## src/rtl/mux_nt1_rr_reg.sv

```systemverilog
// ============================================================================
// Module      : mux_nt1_rr_reg
// Description : N-to-1 registered mux with per-channel valid/ready, selected
//               either by a fixed sel index or by round-robin arbitration.
// Revision    : 1.0 - initial release
// ============================================================================
`default_nettype none

module mux_nt1_rr_reg #(
    parameter  int WIDTH = 32,
    parameter  int N     = 8,
    localparam int SELW  = $clog2(N)
) (
    input  logic                 clk,
    input  logic                 rst,
    input  logic [N*WIDTH-1:0]   in_data_i,
    input  logic [N-1:0]         in_valid_i,
    output logic [N-1:0]         in_ready_o,
    input  logic                 mode_i,
    input  logic [SELW-1:0]      sel_i,
    output logic [WIDTH-1:0]     out_data_o,
    output logic                 out_valid_o,
    input  logic                 out_ready_i,
    output logic [SELW-1:0]      out_src_o
);

    localparam int SUMW = SELW + 1;

    logic [WIDTH-1:0] data_q,   data_d;
    logic [SELW-1:0]  src_q,    src_d;
    logic             valid_q,  valid_d;
    logic [SELW-1:0]  rr_ptr_q, rr_ptr_d;

    logic             load_en;
    logic             grant_vld;
    logic [SELW-1:0]  grant_idx;
    logic [SUMW-1:0]  rr_scan;
    logic [WIDTH-1:0] grant_data;

    assign load_en = ~valid_q | out_ready_i;

    // Round-robin scans from the highest offset down so the channel nearest
    // rr_ptr is the one left standing; the scan index wraps modulo N.
    always_comb begin
        grant_vld = 1'b0;
        grant_idx = '0;
        rr_scan   = '0;
        if (!mode_i) begin
            if (int'(sel_i) < N) begin
                if (in_valid_i[sel_i]) begin
                    grant_vld = 1'b1;
                    grant_idx = sel_i;
                end
            end
        end else begin
            for (int k = N - 1; k >= 0; k--) begin
                rr_scan = {1'b0, rr_ptr_q} + SUMW'(k);
                if (rr_scan >= SUMW'(N)) begin
                    rr_scan = rr_scan - SUMW'(N);
                end
                if (in_valid_i[rr_scan[SELW-1:0]]) begin
                    grant_vld = 1'b1;
                    grant_idx = rr_scan[SELW-1:0];
                end
            end
        end
    end

    always_comb begin
        grant_data = '0;
        for (int i = 0; i < N; i++) begin
            if (grant_idx == SELW'(i)) begin
                grant_data = in_data_i[i*WIDTH +: WIDTH];
            end
        end
    end

    always_comb begin
        in_ready_o = '0;
        if (load_en && grant_vld && !rst) begin
            in_ready_o[grant_idx] = 1'b1;
        end
    end

    always_comb begin
        data_d   = data_q;
        src_d    = src_q;
        valid_d  = valid_q;
        rr_ptr_d = rr_ptr_q;
        if (load_en) begin
            valid_d = grant_vld;
            if (grant_vld) begin
                data_d = grant_data;
                src_d  = grant_idx;
                if (mode_i) begin
                    rr_ptr_d = (grant_idx == SELW'(N - 1)) ? '0 : grant_idx + 1'b1;
                end
            end
        end
    end

    always_ff @(posedge clk) begin
        if (rst) begin
            data_q   <= '0;
            src_q    <= '0;
            valid_q  <= 1'b0;
            rr_ptr_q <= '0;
        end else begin
            data_q   <= data_d;
            src_q    <= src_d;
            valid_q  <= valid_d;
            rr_ptr_q <= rr_ptr_d;
        end
    end

    assign out_data_o  = data_q;
    assign out_src_o   = src_q;
    assign out_valid_o = valid_q;

endmodule

`default_nettype wire

```

## config.mk

```make
export PLATFORM = sky130hd
export DESIGN_NAME = mux_nt1_rr_reg
export DESIGN_NICKNAME = d
export VERILOG_FILES = /design/src/rtl/mux_nt1_rr_reg.sv
export SDC_FILE = /design/constraint.sdc
export NUM_CORES = 1
export LEC_CHECK = 0
export BUFFER_PORTS_ARGS = -buffer_cell sky130_fd_sc_hd__clkbuf_2
export CORE_AREA = 2 2 122 124
export CTS_CLUSTER_SIZE = 28
export DETAILED_ROUTE_END_ITERATION = 10
export DIE_AREA = 0 0 124 126
export PLACE_DENSITY = 0.68
export SLEW_MARGIN = 20
export SYNTH_ARGS = -nofsm -noshare
export SYNTH_HDL_FRONTEND = slang
export SYNTH_SLANG_ARGS = --single-unit
```

## constraint.sdc

```tcl
create_clock -name clk -period 11.1 [get_ports clk]
set_input_delay 0.555 -clock clk [delete_from_list [all_inputs] [get_ports clk]]
set_output_delay 0.555 -clock clk [all_outputs]
set_load 0.02 [all_outputs]
```

* Yosys cells after proc, flatten, opt, wreduce, memory -nomap -nowiden
Index checks and enable logic that the tools add are counted.
** Cells by class
- Add/sub/neg operators :: 16
- Multiply operators :: 0
- Divide/modulo/power cells :: 0
- Magnitude comparators :: 19
- Eq/ne operators :: 7
- Shift operators :: 0
- Multiplexer cells :: 66
- Bitwise logic cells :: 2
- Reduce and logical (&&, ||, !) cells :: 7
** Operator list (number)
- $mux 32 :: 8
- $mux 3 :: 27
- $lt 3x4->1 const B :: 10
- $ge 4x4->1 const B :: 7
- $bmux 1 s3 :: 9
- $sub 3x1->3 const B :: 8
- $mux 1 :: 20
- $add 3x3->4 const B :: 4
- $eq 3x3->1 const B :: 4
- $add 3x2->4 const B :: 2
- $mux 8 :: 1
- $eq 3x2->1 const B :: 2
- $add 3x1->4 const B :: 1
- $ge 3x4->1 const B :: 1
- $add 3x1->3 const B :: 1
- $demux 1 s3 :: 1
- $eq 3x1->1 const B :: 1
- $ge 3x1->1 const B :: 1
- $logic_and 1x1->1 :: 3
- $logic_not 3->1 :: 1
- $reduce_and 3->1 :: 1
- $reduce_and 2->1 :: 1
- $logic_not 1->1 :: 1
- $not 1->1 :: 1
- $or 1x1->1 :: 1
** Word-level totals
- Register bits :: 39
- Bits in latches :: 0
- Bits in writable memories :: 0
- Bits in read-only memories :: 0
- Bits of input ports :: 271
- Output and inout port bits :: 44
- Word-level logic and storage cells :: 121
- Memories kept :: 0

* Longest topological paths before layout
Gate-level depths: netlist of run 1.
- Depth after elaboration :: 24
- Gate-level depth with buffers :: 22
- Gate-level depth less buffers :: 16

* Worst setup path before layout of run 1
No wires, ideal clock.
- Path type :: register -> register
- From :: register rr_ptr_q[1]
- To :: register data_q[0], in the netlist out_data_o[0]
- Setup time :: 0.092 ns
- Arrival :: 4.447 ns
- Data required time :: 11.008 ns
- Slack :: 6.561 ns
- Stages on the path, launching flop included :: 22
- Path buffers :: 6
- Period minus slack after synthesis :: 4.539 ns
- Cell sequence :: dfxtp_1 -> buf_2 -> buf_2 -> inv_1 -> ha_1 -> buf_2 -> mux2_2 -> mux4_2 -> a21oi_1 -> o221ai_1 -> a32oi_1 -> and2_1 -> buf_4 -> inv_1 -> ha_1 -> inv_1 -> clkbuf_1 -> clkbuf_1 -> o22ai_1 -> nand2_1 -> o221ai_1 -> o32ai_1
** Between the ends
- Longest elaborated chain between the ends :: 24
- Elaborated cells on any way between the ends :: 90
** Ends and longest elaborated chain
- start, declared :: RTL line 32 : logic [SELW-1:0] rr_ptr_q, rr_ptr_d;
- start signal, assigned :: RTL line 112 : rr_ptr_q <= rr_ptr_d;
- $add 3x3->4 :: RTL line 57 : rr_scan = {1'b0, rr_ptr_q} + SUMW'(k);
- $ge 4x4->1 or $sub 3x1->3 (tied branches) :: RTL line 58, 59
- $mux 3 :: RTL line 58 : if (rr_scan >= SUMW'(N)) begin
- $mux 3 :: RTL line 48 : if (!mode_i) begin
- $bmux 1 s3 :: RTL line 61 : if (in_valid_i[rr_scan[SELW-1:0]]) begin
- $mux 1 (implied by the code) :: RTL line 61
- $mux 3 (8 in series) :: RTL line 61
- $mux 3 :: RTL line 48
- $logic_not 3->1 :: RTL line 72 : if (grant_idx == SELW'(i)) begin
- $mux 32 (8 in series) :: RTL line 72
- end signal, assigned :: RTL line 109 : data_q <= data_d;
- end, declared :: RTL line 29 : logic [WIDTH-1:0] data_q, data_d;
Parallel ways exist; a longest one is shown, timed or not. The select of a mux whose other input is x is not followed.
A chain may end at the register's enable or synchronous reset.

* Final worst setup path of run 1
- From :: register rr_ptr_q[0]
- To :: register data_q[10], in the netlist out_data_o[10]
Same word-level chain as after synthesis.

==> metrics, run 1 <==
post-synthesis cell count=707; Slew Viols, Final=0; FF-to-FF Start=rr_ptr_q[0]; CTS sink cnt=39; Initial Util=35.0%; number of buffers inserted by hold repair at cts=0; Syn Std Cell Area=5010 µm²; drc violations=0; Final Hold Fails=0; vias in the first global route=6,335; EDFF count, synth=0; antenna violations before repair=2; Pwr Density=190 nW/µm²; minimum clock period=6.41 ns; clock tree buffer depth=2; syn avg cell area=7.09 µm²; worst path required time=11.30 ns; r2r endpoint=out_data_o[10]; RSZ-0062 raised after global routing=no; most frequent cell after synthesis=nand2_1; Die W=124 µm; die height=126 µm; synth warn=0; Synth Flop Type=dfxtp_1; Synth area leaders=dfxtp_1 16%, nand2_1 8.6%, o221ai_1 5.8%; Syn Nets=983; max frequency=156 MHz; Slew @ Worst Pin=1.17 ns; first-pass GRT wire length=34.7 mm; WHS Endpoint=out_src_o[0]; total grt overflow=0; Pleak=2.91 nW; Async S/R FF share, synth=0%; max_slew headroom=22.2%; Die Area=15,600 µm²; Worst-Skew Late Latency=0.29 ns; final wirelength=23.5 mm; Worst setup EP type=register; largest net degree at the start of global routing=97; Synth area leader=dfxtp_1; Hold WS=0.502 ns; H-tree Lvls=2; total CTS buffers=5; post-DP HPWL=16.3 mm; wire per inst=20.6 µm; final setup vio count=0; layout cells sized above 1=37.9%; fin nets=1,231; post_cts resized=0; Worst-path clk slew=0.07 ns; Final Cycle Share=57.8%; # IOs=315; Worst EP arrival=6.61 ns; cell count after placement=1,132; worst hold path class=register to register; Crit Path Class=register to register; Via density=5.99; Max Clock Skew=0.00864 ns; Final Non-Filler Cells=1,141; VDD IR-drop max=0.0701 mV; antenna-violating nets left=0; reg2reg path depth=14; setup slack, reg-to-reg=4.69 ns; Netlist cell types=55; crit path launch type=register; hold path startpoint=out_src_o[0]; Core Util, Final=47.0%; Post-synth top cells=115 x nand2_1, 51 x clkbuf_1, 42 x a21oi_1, 39 x dfxtp_1, 38 x nand2b_1; core region area=14,300 µm²; DR iter-0 viols=638; post-route cell area=6730 µm²; Area after DPL=6540 µm²; # rows=44; RePlAce Congestion=0.980; Yosys top cell area share=15.6%; status=finished clean; Seq/Total Area, Yosys=15.6%; CP Max Fanout=66; detailed-router iteration count before antenna repair=8; Post-CTS Setup Inserts=0; cell depth of the worst hold path=2; count of port buffers added during placement=314; TNS Setup=0 ns; Yosys reg bits=39; total track usage=28.7%; maxcap violations=0; Root Buffer Master=clkbuf_16; routed via count=6,840; Syn-to-layout area delta=34.2%; CTS tree=built
-- flip-flops by register name, indices dropped and copies added (netlist names) --
name	cells
out_data_o	32
out_src_o	3
rr_ptr_q	3
out_valid_o	1
-- report_power, final --
part	switching (mW)	total [mW]	internal [mW]
sequential	0.0500	0.243	0.193
combinational	0.523	0.860	0.337
clock	0.0661	0.178	0.112
total	0.639	1.28	0.641
-- layout make-up --
| type | count | area (µm²) |
|---|---|---|
| fillers | 1550 | 7590 |
| flip-flops and latches | 39 | 781 |
| clock inverters | 2 | 35.0 |
| diodes | 1 | 2.50 |
| multi-input cells | 577 | 3870 |
| inverters | 11 | 43.8 |
| repair buffers | 321 | 1620 |
| clock buffers | 6 | 139 |
| well taps | 184 | 230 |
-- critical path: stages (launching register included) --
cell and delay [ns]:
dfxtp_1 0.85, clkinv_1 0.48, ha_1 0.76, mux2_2 0.40, mux4_2 0.54, a21oi_1 0.14
o221ai_1 0.12, a32oi_1 0.30, and2_1 0.50, ha_4 0.62, nor2_1 0.20, nand4_1 0.39
buf_4 0.41, o221ai_1 0.20, o32ai_1 0.33
-- per-layer routing --
metal  vias to the layer above  part of all wire, %  track usage (%)
met4                         0                  2.6             9.52
met5                         -                    0                0
met1                      3163                   40             37.3
met3                        48                  9.1             4.57
li1                       3221                    -                -
met2                       408                   49             48.1
-- stage by stage --
step	setup slack, ns	power (mW)
2_1_floorplan	6.56	0.845
3_3_place_gp	4.41	1.09
3_5_place_dp	4.27	1.09
4_1_cts	4.27	1.27
5_1_grt	4.15	1.37
6_report	4.69	1.28
-- worst max path at each step --
stage          cells after the start  slack [ns]              to   startpoint
6_report                          14        4.69  out_data_o[10]  rr_ptr_q[0]
5_1_grt                           14        4.15  out_data_o[10]  rr_ptr_q[0]
4_1_cts                           14        4.27  out_data_o[10]  rr_ptr_q[0]
3_5_place_dp                      14        4.27  out_data_o[10]  rr_ptr_q[0]
3_3_place_gp                      14        4.41  out_data_o[14]  rr_ptr_q[0]
2_1_floorplan                     21        6.56   out_data_o[0]  rr_ptr_q[1]
-- kinds of logic after synthesis --
kind of cell,share of synthesized area (%)
adder cells (fa/ha/maj),1.25
flip-flops,15.6
XOR/XNOR,0.874
buffers and inverters,8.09
AO/OA/AOI/OAI,36.7
AND/OR/NAND/NOR,27.9
multiplexers,9.66
-- placed cells by master, fill, tap and decap left out, types with 11 or more instances in the layout --
cell type	count
a21oi_1	42
a22oi_1	36
a31oi_1	32
clkbuf_2	314
dfxtp_1	39
mux4_2	12
nand2_1	114
nand2b_1	37
nand3b_1	32
nor2_1	22
nor3_1	11
o21ai_0	29
o221ai_1	33
o22ai_1	32
o32ai_1	32
or3_1	35
Power figures use the tool's default switching activity.
==> inputs of run 2 (changes only) <==
--- a/config.mk
+++ b/config.mk
@@ -6,11 +6,11 @@
 export NUM_CORES = 1
 export LEC_CHECK = 0
 export BUFFER_PORTS_ARGS = -buffer_cell sky130_fd_sc_hd__clkbuf_2
-export CORE_AREA = 2 2 122 124
+export CORE_AREA = 2 2 124 126
 export CTS_CLUSTER_SIZE = 28
 export DETAILED_ROUTE_END_ITERATION = 10
-export DIE_AREA = 0 0 124 126
-export PLACE_DENSITY = 0.68
+export DIE_AREA = 0 0 126 128
+export PLACE_DENSITY = 0.66
 export SLEW_MARGIN = 20
 export SYNTH_ARGS = -nofsm -noshare
 export SYNTH_HDL_FRONTEND = slang
==> constraint.sdc (replaced) <==
create_clock -name clk -period 6.4 [get_ports clk]
set_input_delay 0.32 -clock clk [delete_from_list [all_inputs] [get_ports clk]]
set_output_delay 0.32 -clock clk [all_outputs]
set_load 0.02 [all_outputs]
==> run 2 against run 1 <==
Flip-flop and latch count unchanged. Final cell count up 1.5%. Critical path depth stayed put. First-iteration DRC count is 18% higher. Routed wire length rose by 1.8%. Non-clock buffer count grew 13. Combinational power is 78% higher. Worst hold slack got worse by 0.20 ns. Critical endpoint is now out_data_o[27]. Largest power group unchanged.
==> metrics, run 2 (synthesis gave the netlist of run 1 again) <==
status=finished clean (unchanged); post-DP HPWL=17.3 mm (was 16.3 mm); minimum clock period=5.06 ns (was 6.41 ns); Initial Util=33.7% (was 35.0%); count of port buffers added during placement=314 (unchanged); max_slew headroom=28.4% (was 22.2%); Pleak=2.96 nW (was 2.91 nW); Slew Viols, Final=0 (unchanged); Worst EP arrival=5.25 ns (was 6.61 ns); CTS sink cnt=39 (unchanged); crit path launch type=register (unchanged); TNS Setup=0 ns (unchanged); final wirelength=24.0 mm (was 23.5 mm); CP max stage delay=0.85 ns (about the same); Die W=126 µm (was 124 µm); CP Buf/Inv Count=2 (unchanged); Syn-to-layout area delta=35.6% (was 34.2%); VDD IR-drop max=0.141 mV (was 0.0701 mV); worst path cell trace=clkinv_1 -> ha_1 -> mux2_2 -> mux4_2 -> a21oi_1 -> o221ai_1 -> a32oi_1 -> and2_1 -> ha_2 -> buf_4 -> nor2_1 -> a21oi_4 -> a31oi_1 -> o32ai_1 (was clkinv_1 -> ha_1 -> mux2_2 -> mux4_2 -> a21oi_1 -> o221ai_1 -> a32oi_1 -> and2_1 -> ha_4 -> nor2_1 -> nand4_1 -> buf_4 -> o221ai_1 -> o32ai_1); Post-CTS Setup Inserts=0 (unchanged); total grt overflow=0 (unchanged); CTS tree=built (unchanged); Worst-Skew Late Latency=0.29 ns (about the same); post_cts resized=0 (unchanged); commonest non-fill, non-tap cells in the layout=314 x clkbuf_2, 115 x nand2_1, 42 x a21oi_1, 39 x dfxtp_1 (was 314 x clkbuf_2, 114 x nand2_1, 42 x a21oi_1, 39 x dfxtp_1, 37 x nand2b_1); antenna violations before repair=1 (was 2); total track usage=27.6% (was 28.7%); crit-path leading delay family=compound AO/OA/AOI/OAI gates (was adder cells); worst hold path class=input pin to register (was register to register); CP startpoint=rr_ptr_q[0] (unchanged); Pwr Density=324 nW/µm² (was 190 nW/µm²); Die Area=16,100 µm² (was 15,600 µm²); RSZ-0062 raised after global routing=no (unchanged); Largest register FFs=32 (unchanged); routed via count=6,981 (was 6,840); number of buffers inserted by hold repair at cts=0 (unchanged); most common cell after layout, fill and taps aside=clkbuf_2 (unchanged); clock tree buffer depth=2 (unchanged); total CTS buffers=5 (unchanged); critical path's slowest cell=a21oi_4 (was dfxtp_1); Max Clock Skew=0.0105 ns (was 0.00864 ns); worst path required time=6.59 ns (was 11.30 ns); fin nets=1,244 (was 1,231); Root Buffer Master=clkbuf_16 (unchanged); RePlAce Congestion=0.974 (was 0.980); # IOs=315 (unchanged); FF-to-FF Start=rr_ptr_q[0] (unchanged); Final Cycle Share=79.0% (was 57.8%); antenna-violating nets left=0 (unchanged); Via density=6.03 (was 5.99); H-tree Lvls=2 (unchanged); final setup vio count=0 (unchanged); total power=2.20 mW (was 1.28 mW); CP Max Fanout=32 (was 66); largest net degree at the start of global routing=92 (was 97); vias in the first global route=6,452 (was 6,335); Slew @ Worst Pin=1.07 ns (was 1.17 ns); die height=128 µm (was 126 µm); maxcap violations=0 (unchanged); first-pass GRT wire length=35.8 mm (was 34.7 mm); max frequency=198 MHz (was 156 MHz); core region area=14,900 µm² (was 14,300 µm²); detailed-router iteration count before antenna repair=6 (was 8); Crit Path Class=register to register (unchanged); Worst setup EP type=register (unchanged); layout cells sized above 1=38.6% (was 37.9%); drc violations=0 (unchanged); Final Hold Fails=0 (unchanged); DR iter-0 viols=755 (was 638); hold path startpoint=in_data_i[232] (was out_src_o[0]); Worst-path clk slew=0.07 ns (about the same); # rows=45 (was 44); wire per inst=20.7 µm (was 20.6 µm)
run 2: final timing paths:
check                   end  cells after the start  slack [ns]
max          out_data_o[27]                     14        1.34
min reg2reg    out_src_o[2]                      2        0.51
max reg2reg  out_data_o[27]                     14        1.34
min           out_data_o[8]                      3        0.31
run 2: layer usage:
metal | routed length (µm) | track usage, %
met5 | 0 | 0
met1 | 9720 | 36.6
met4 | 784 | 10.3
met2 | 11500 | 46.0
met3 | 1930 | 3.76
run 2: area by class of cell:
cell class / instances / area (µm²)
Fill cell: 1614 / 8070
Multi-Input combinational cell: 577 / 3860
Inverter: 11 / 41.3
Tap cell: 188 / 235
Timing Repair Buffer: 334 / 1730
Sequential cell: 39 / 781
Clock buffer: 6 / 129
Antenna cell: 1 / 2.50
Clock inverter: 2 / 12.5
run 2: worst register-to-register path, delay by kind of cell, from the launching register on:
kind | cells | cell delay [ns]
compound gates | 6 | 1.84
fa+ha+maj | 2 | 0.96
mux | 2 | 0.94
buf+inv | 2 | 0.31
simple gates | 2 | 0.57
flops | 1 | 0.33
run 2: power breakdown:
part           total [mW]  switching (mW)  leakage (nW)  internal, mW
Combinational        1.53           0.925          2.57         0.605
Sequential          0.413          0.0786         0.322         0.334
Clock               0.260           0.116        0.0669         0.144
Total                2.20            1.12          2.96          1.08
run 2: metrics by stage:
stage | hold slack [ns] | setup slack (ns) | cells | utilization (%) | instance area, µm²
after CTS | 0.298 | 1.38 | 1157 | 45.7 | 6800
after floorplan | 0.510 | 1.86 | 707 | - | 5010
after detailed placement | 0.507 | 1.38 | 1149 | 44.8 | 6650
after global placement | 0.505 | 1.52 | 1149 | 44.8 | 6650
final | 0.306 | 1.34 | 1158 | 45.7 | 6800
after global routing | 0.314 | 0.901 | 1158 | 45.7 | 6800
==> inputs of run 3 (changes only) <==
--- a/config.mk
+++ b/config.mk
@@ -5,12 +5,13 @@
 export SDC_FILE = /design/constraint.sdc
 export NUM_CORES = 1
 export LEC_CHECK = 0
+export ABC_AREA = 1
 export BUFFER_PORTS_ARGS = -buffer_cell sky130_fd_sc_hd__clkbuf_2
-export CORE_AREA = 2 2 124 126
+export CORE_AREA = 2 2 123 125
 export CTS_CLUSTER_SIZE = 28
 export DETAILED_ROUTE_END_ITERATION = 10
-export DIE_AREA = 0 0 126 128
-export PLACE_DENSITY = 0.66
+export DIE_AREA = 0 0 125 127
+export PLACE_DENSITY = 0.74
 export SLEW_MARGIN = 20
 export SYNTH_ARGS = -nofsm -noshare
 export SYNTH_HDL_FRONTEND = slang
==> constraint.sdc (replaced) <==
create_clock -name clk -period 5.24 [get_ports clk]
set_input_delay 0.262 -clock clk [delete_from_list [all_inputs] [get_ports clk]]
set_output_delay 0.262 -clock clk [all_outputs]
set_load 0.02 [all_outputs]
==> run 3 against run 2 <==
Clock power increased by 32%. Clock skew decreased by 0.0060 ns. Flip-flop and latch count unchanged. Non-clock buffer count decreased by 6. Critical path depth increased by 13. First-iteration DRC count decreased by 17%. Synthesized cell count increased by 67%. Register-to-register slack got worse by 0.68 ns. Final cell count increased by 40%. Utilization increased by 7.1 points. Worst hold slack improved by 0.045 ns. Largest cell class unchanged. Global-route usage increased by 0.79 points. Largest power group unchanged. Critical path type unchanged.
==> metrics, run 3 <==
Synth area leaders=nand2_1 28%, dfxtp_1 13%, inv_1 11% (was dfxtp_1 16%, nand2_1 8.6%, o221ai_1 5.8%); Area after DPL=7460 µm² (was 6650 µm²); DR iter-0 viols=625 (was 755); layout cells sized above 1=27.3% (was 38.6%); r2r endpoint=out_data_o[16] (was out_data_o[27]); Max Clock Skew=0.00442 ns (was 0.0105 ns); Post-CTS Setup Inserts=0 (unchanged); routed via count=8,076 (was 6,981); final setup vio count=0 (unchanged); most frequent cell after synthesis=nand2_1 (unchanged); syn avg cell area=5.04 µm² (was 7.09 µm²); Root Buffer Master=clkbuf_16 (unchanged); worst path required time=5.39 ns (was 6.59 ns); most common cell after layout, fill and taps aside=nand2_1 (was clkbuf_2); # IOs=315 (unchanged); Initial Util=41.2% (was 33.7%); Crit Path Class=register to register (unchanged); TNS Setup=0 ns (unchanged); ANT cells=0 (was 1); global routing usage on met1=32.6% (was 36.6%); Comb power frac=68.6% (was 69.4%); Core Util, Final=52.8% (was 45.7%); Worst-Skew Late Latency=0.28 ns (was 0.29 ns); CTS sink cnt=39 (unchanged); Clk pwr share=14.3% (was 11.8%); Netlist cell types=37 (was 55); GR Util met3=5.49% (was 3.76%); Synth area leader=nand2_1 (was dfxtp_1); total grt overflow=0 (unchanged); total power=2.40 mW (was 2.20 mW); maxcap violations=0 (unchanged); Die W=125 µm (was 126 µm); EDFF count, synth=0 (unchanged); CP Max Fanout=34 (was 32); antenna violations before repair=0 (was 1); Seq/Total Area, Yosys=13.1% (was 15.6%); WHS Endpoint=out_data_o[21] (was out_data_o[8]); Post-synth top cells=443 x nand2_1, 174 x inv_1, 108 x nor2_1, 69 x nand3_1, 69 x o21ai_0 (was 115 x nand2_1, 51 x clkbuf_1, 42 x a21oi_1, 39 x dfxtp_1, 38 x nand2b_1); cell depth of the worst hold path=5 (was 3); antenna-violating nets left=0 (unchanged); synth warn=0 (unchanged); final wirelength=23.4 mm (was 24.0 mm); Largest register FFs=32 (unchanged); Syn Nets=1,455 (was 983); met2 Use GR=50.5% (was 46.0%); core region area=14,400 µm² (was 14,900 µm²); total track usage=28.4% (was 27.6%); clock tree buffer depth=2 (unchanged); critical path's slowest cell=dfxtp_1 (was a21oi_4); CP max stage delay=0.58 ns (was 0.85 ns); Syn Std Cell Area=5940 µm² (was 5010 µm²); FF-to-FF Start=rr_ptr_q[0] (unchanged); RSZ-0062 raised after global routing=no (unchanged); commonest non-fill, non-tap cells in the layout=443 x nand2_1, 314 x clkbuf_2, 174 x inv_1, 108 x nor2_1 (was 314 x clkbuf_2, 115 x nand2_1, 42 x a21oi_1, 39 x dfxtp_1); Syn-to-layout area delta=28.3% (was 35.6%); CP Buf/Inv Count=6 (was 2); max frequency=219 MHz (was 198 MHz); crit-path leading delay family=simple AND/OR/NAND/NOR gates (was compound AO/OA/AOI/OAI gates); drc violations=0 (unchanged); Worst EP arrival=4.73 ns (was 5.25 ns); Synth Flop Type=dfxtp_1 (unchanged); Worst setup EP type=register (unchanged); minimum clock period=4.58 ns (was 5.06 ns); most used cell, CP=nand2_1; setup slack, reg-to-reg=0.66 ns (was 1.34 ns); Final Non-Filler Cells=1,625 (was 1,158); wire per inst=14.4 µm (was 20.7 µm); Switch Pwr=1.26 mW (was 1.12 mW); post-synthesis cell count=1,179 (was 707); CTS tree=built (unchanged); Yosys reg bits=39 (unchanged); post_cts resized=0 (unchanged); sequential share of power=17.1% (was 18.7%); CP startpoint=rr_ptr_q[0] (unchanged); largest net degree at the start of global routing=65 (was 92); gr busiest metal=met2 (unchanged); cell count after placement=1,618 (was 1,149); Int Pwr=1.14 mW (was 1.08 mW); total CTS buffers=5 (unchanged); Yosys top cell area share=28.0% (was 15.6%); status=finished clean (unchanged); Slew @ Worst Pin=1.03 ns (was 1.07 ns); Final Hold Fails=0 (unchanged); Pleak=4.69 nW (was 2.96 nW); H-tree Lvls=2 (unchanged); first-pass GRT wire length=36.6 mm (was 35.8 mm); Via density=4.97 (was 6.03); die height=127 µm (was 128 µm); # rows=44 (was 45); max_slew headroom=31.3% (was 28.4%); detailed-router iteration count before antenna repair=5 (was 6); vias in the first global route=7,624 (was 6,452); worst hold path class=input pin to register (unchanged); number of buffers inserted by hold repair at cts=0 (unchanged); Async S/R FF share, synth=0% (unchanged); VDD IR-drop max=0.142 mV (was 0.141 mV); Worst-path clk slew=0.06 ns (was 0.07 ns); fin nets=1,717 (was 1,244); Slew Viols, Final=0 (unchanged); Final Cycle Share=87.3% (was 79.0%); Die Area=15,900 µm² (was 16,100 µm²); count of port buffers added during placement=314 (unchanged); hold path startpoint=in_data_i[245] (was in_data_i[232]); post-route cell area=7620 µm² (was 6800 µm²); reg2reg path depth=27 (was 14); Net Sw Frac=52.6% (was 50.8%); post-DP HPWL=18.5 mm (was 17.3 mm); Pwr Density=315 nW/µm² (was 324 nW/µm²); RePlAce Congestion=0.936 (was 0.974); crit path launch type=register (unchanged)
[run 3: cell count changes in the layout (fill, tap and decap cells not counted), sizes merged, moves of 32 or more]
cell and delta:
a22oi -36, a31oi -32, inv +172, nand2 +339, nand2b -38, nand3 +68, nand3b -32, nand4 +32
nor2 +89, o21ai +43, o221ai -33, o32ai -32, or3 -35
[run 3: kinds of logic after synthesis]
family | after synthesis | share of synthesized area, %
XOR/XNOR | 4 | 0.590
multiplexers | 1 | 0.190
AO/OA/AOI/OAI | 154 | 15.0
flip-flops | 39 | 13.1
buffers and inverters | 267 | 19.3
adder cells (fa/ha/maj) | 5 | 1.05
AND/OR/NAND/NOR | 709 | 50.7
[run 3: how the worst max path moves through the flow]
stage	cells after the start	slack, ns	endpoint
3_5_place_dp	27	0.80	out_data_o[21]
4_1_cts	27	0.78	out_data_o[21]
3_3_place_gp	27	0.90	out_data_o[16]
6_report	27	0.66	out_data_o[16]
5_1_grt	25	0.30	out_data_o[10]
2_1_floorplan	35	1.60	out_data_o[10]
[run 3: routing by layer]
layer	vias up	share of wire, %
met3	82	7.7
met5	-	0
met1	3496	39
met4	0	5.3
li1	4119	-
met2	379	48
[run 3: area by class of cell]
cell class / count / area (µm²)
clock buffer: 6 / 129
inverter: 194 / 733
timing repair buffer: 328 / 1700
fill: 1643 / 6810
multi-input combinational: 873 / 4010
sequential: 39 / 781
tap: 184 / 230
clock inverter: 1 / 30.0
[run 3: worst register-to-register path, stage by stage (launching register included)]
cell     delay (ns)
dfxtp_1        0.58
inv_4          0.14
ha_1           0.40
inv_1          0.21
nand3_1        0.14
nand3_1        0.13
nand2_1        0.12
nand2_1        0.09
nand2_1        0.04
nand2_1        0.05
nand2_1        0.04
nand2_1        0.05
nand2_1        0.04
nand2_1        0.05
nand2_1        0.06
nand2_2        0.08
nand2_4        0.12
inv_4          0.32
ha_1           0.25
buf_4          0.36
nand2_1        0.37
buf_4          0.32
o21ai_0        0.11
inv_1          0.07
nand2_1        0.13
nand2_1        0.07
nand2_1        0.07
a21oi_2        0.05
[run 3: power groups by stage]
| stage | Clock, mW | Sequential, mW | Combinational [mW] |
|---|---|---|---|
| 3_3_place_gp | 0 | 0.412 | 1.63 |
| 5_1_grt | 0.361 | 0.416 | 1.87 |
| 2_1_floorplan | 0 | 0.476 | 1.10 |
| 4_1_cts | 0.347 | 0.408 | 1.65 |
| 3_5_place_dp | 0 | 0.412 | 1.65 |
| 6_report | 0.343 | 0.410 | 1.65 |
[run 3: stage by stage]
stage / hold WS [ns] / setup slack [ns]
floorplan: 0.482 / 1.60
global placement: 0.453 / 0.899
detailed placement: 0.459 / 0.802
CTS: 0.322 / 0.783
global route: 0.369 / 0.301
finish: 0.350 / 0.664
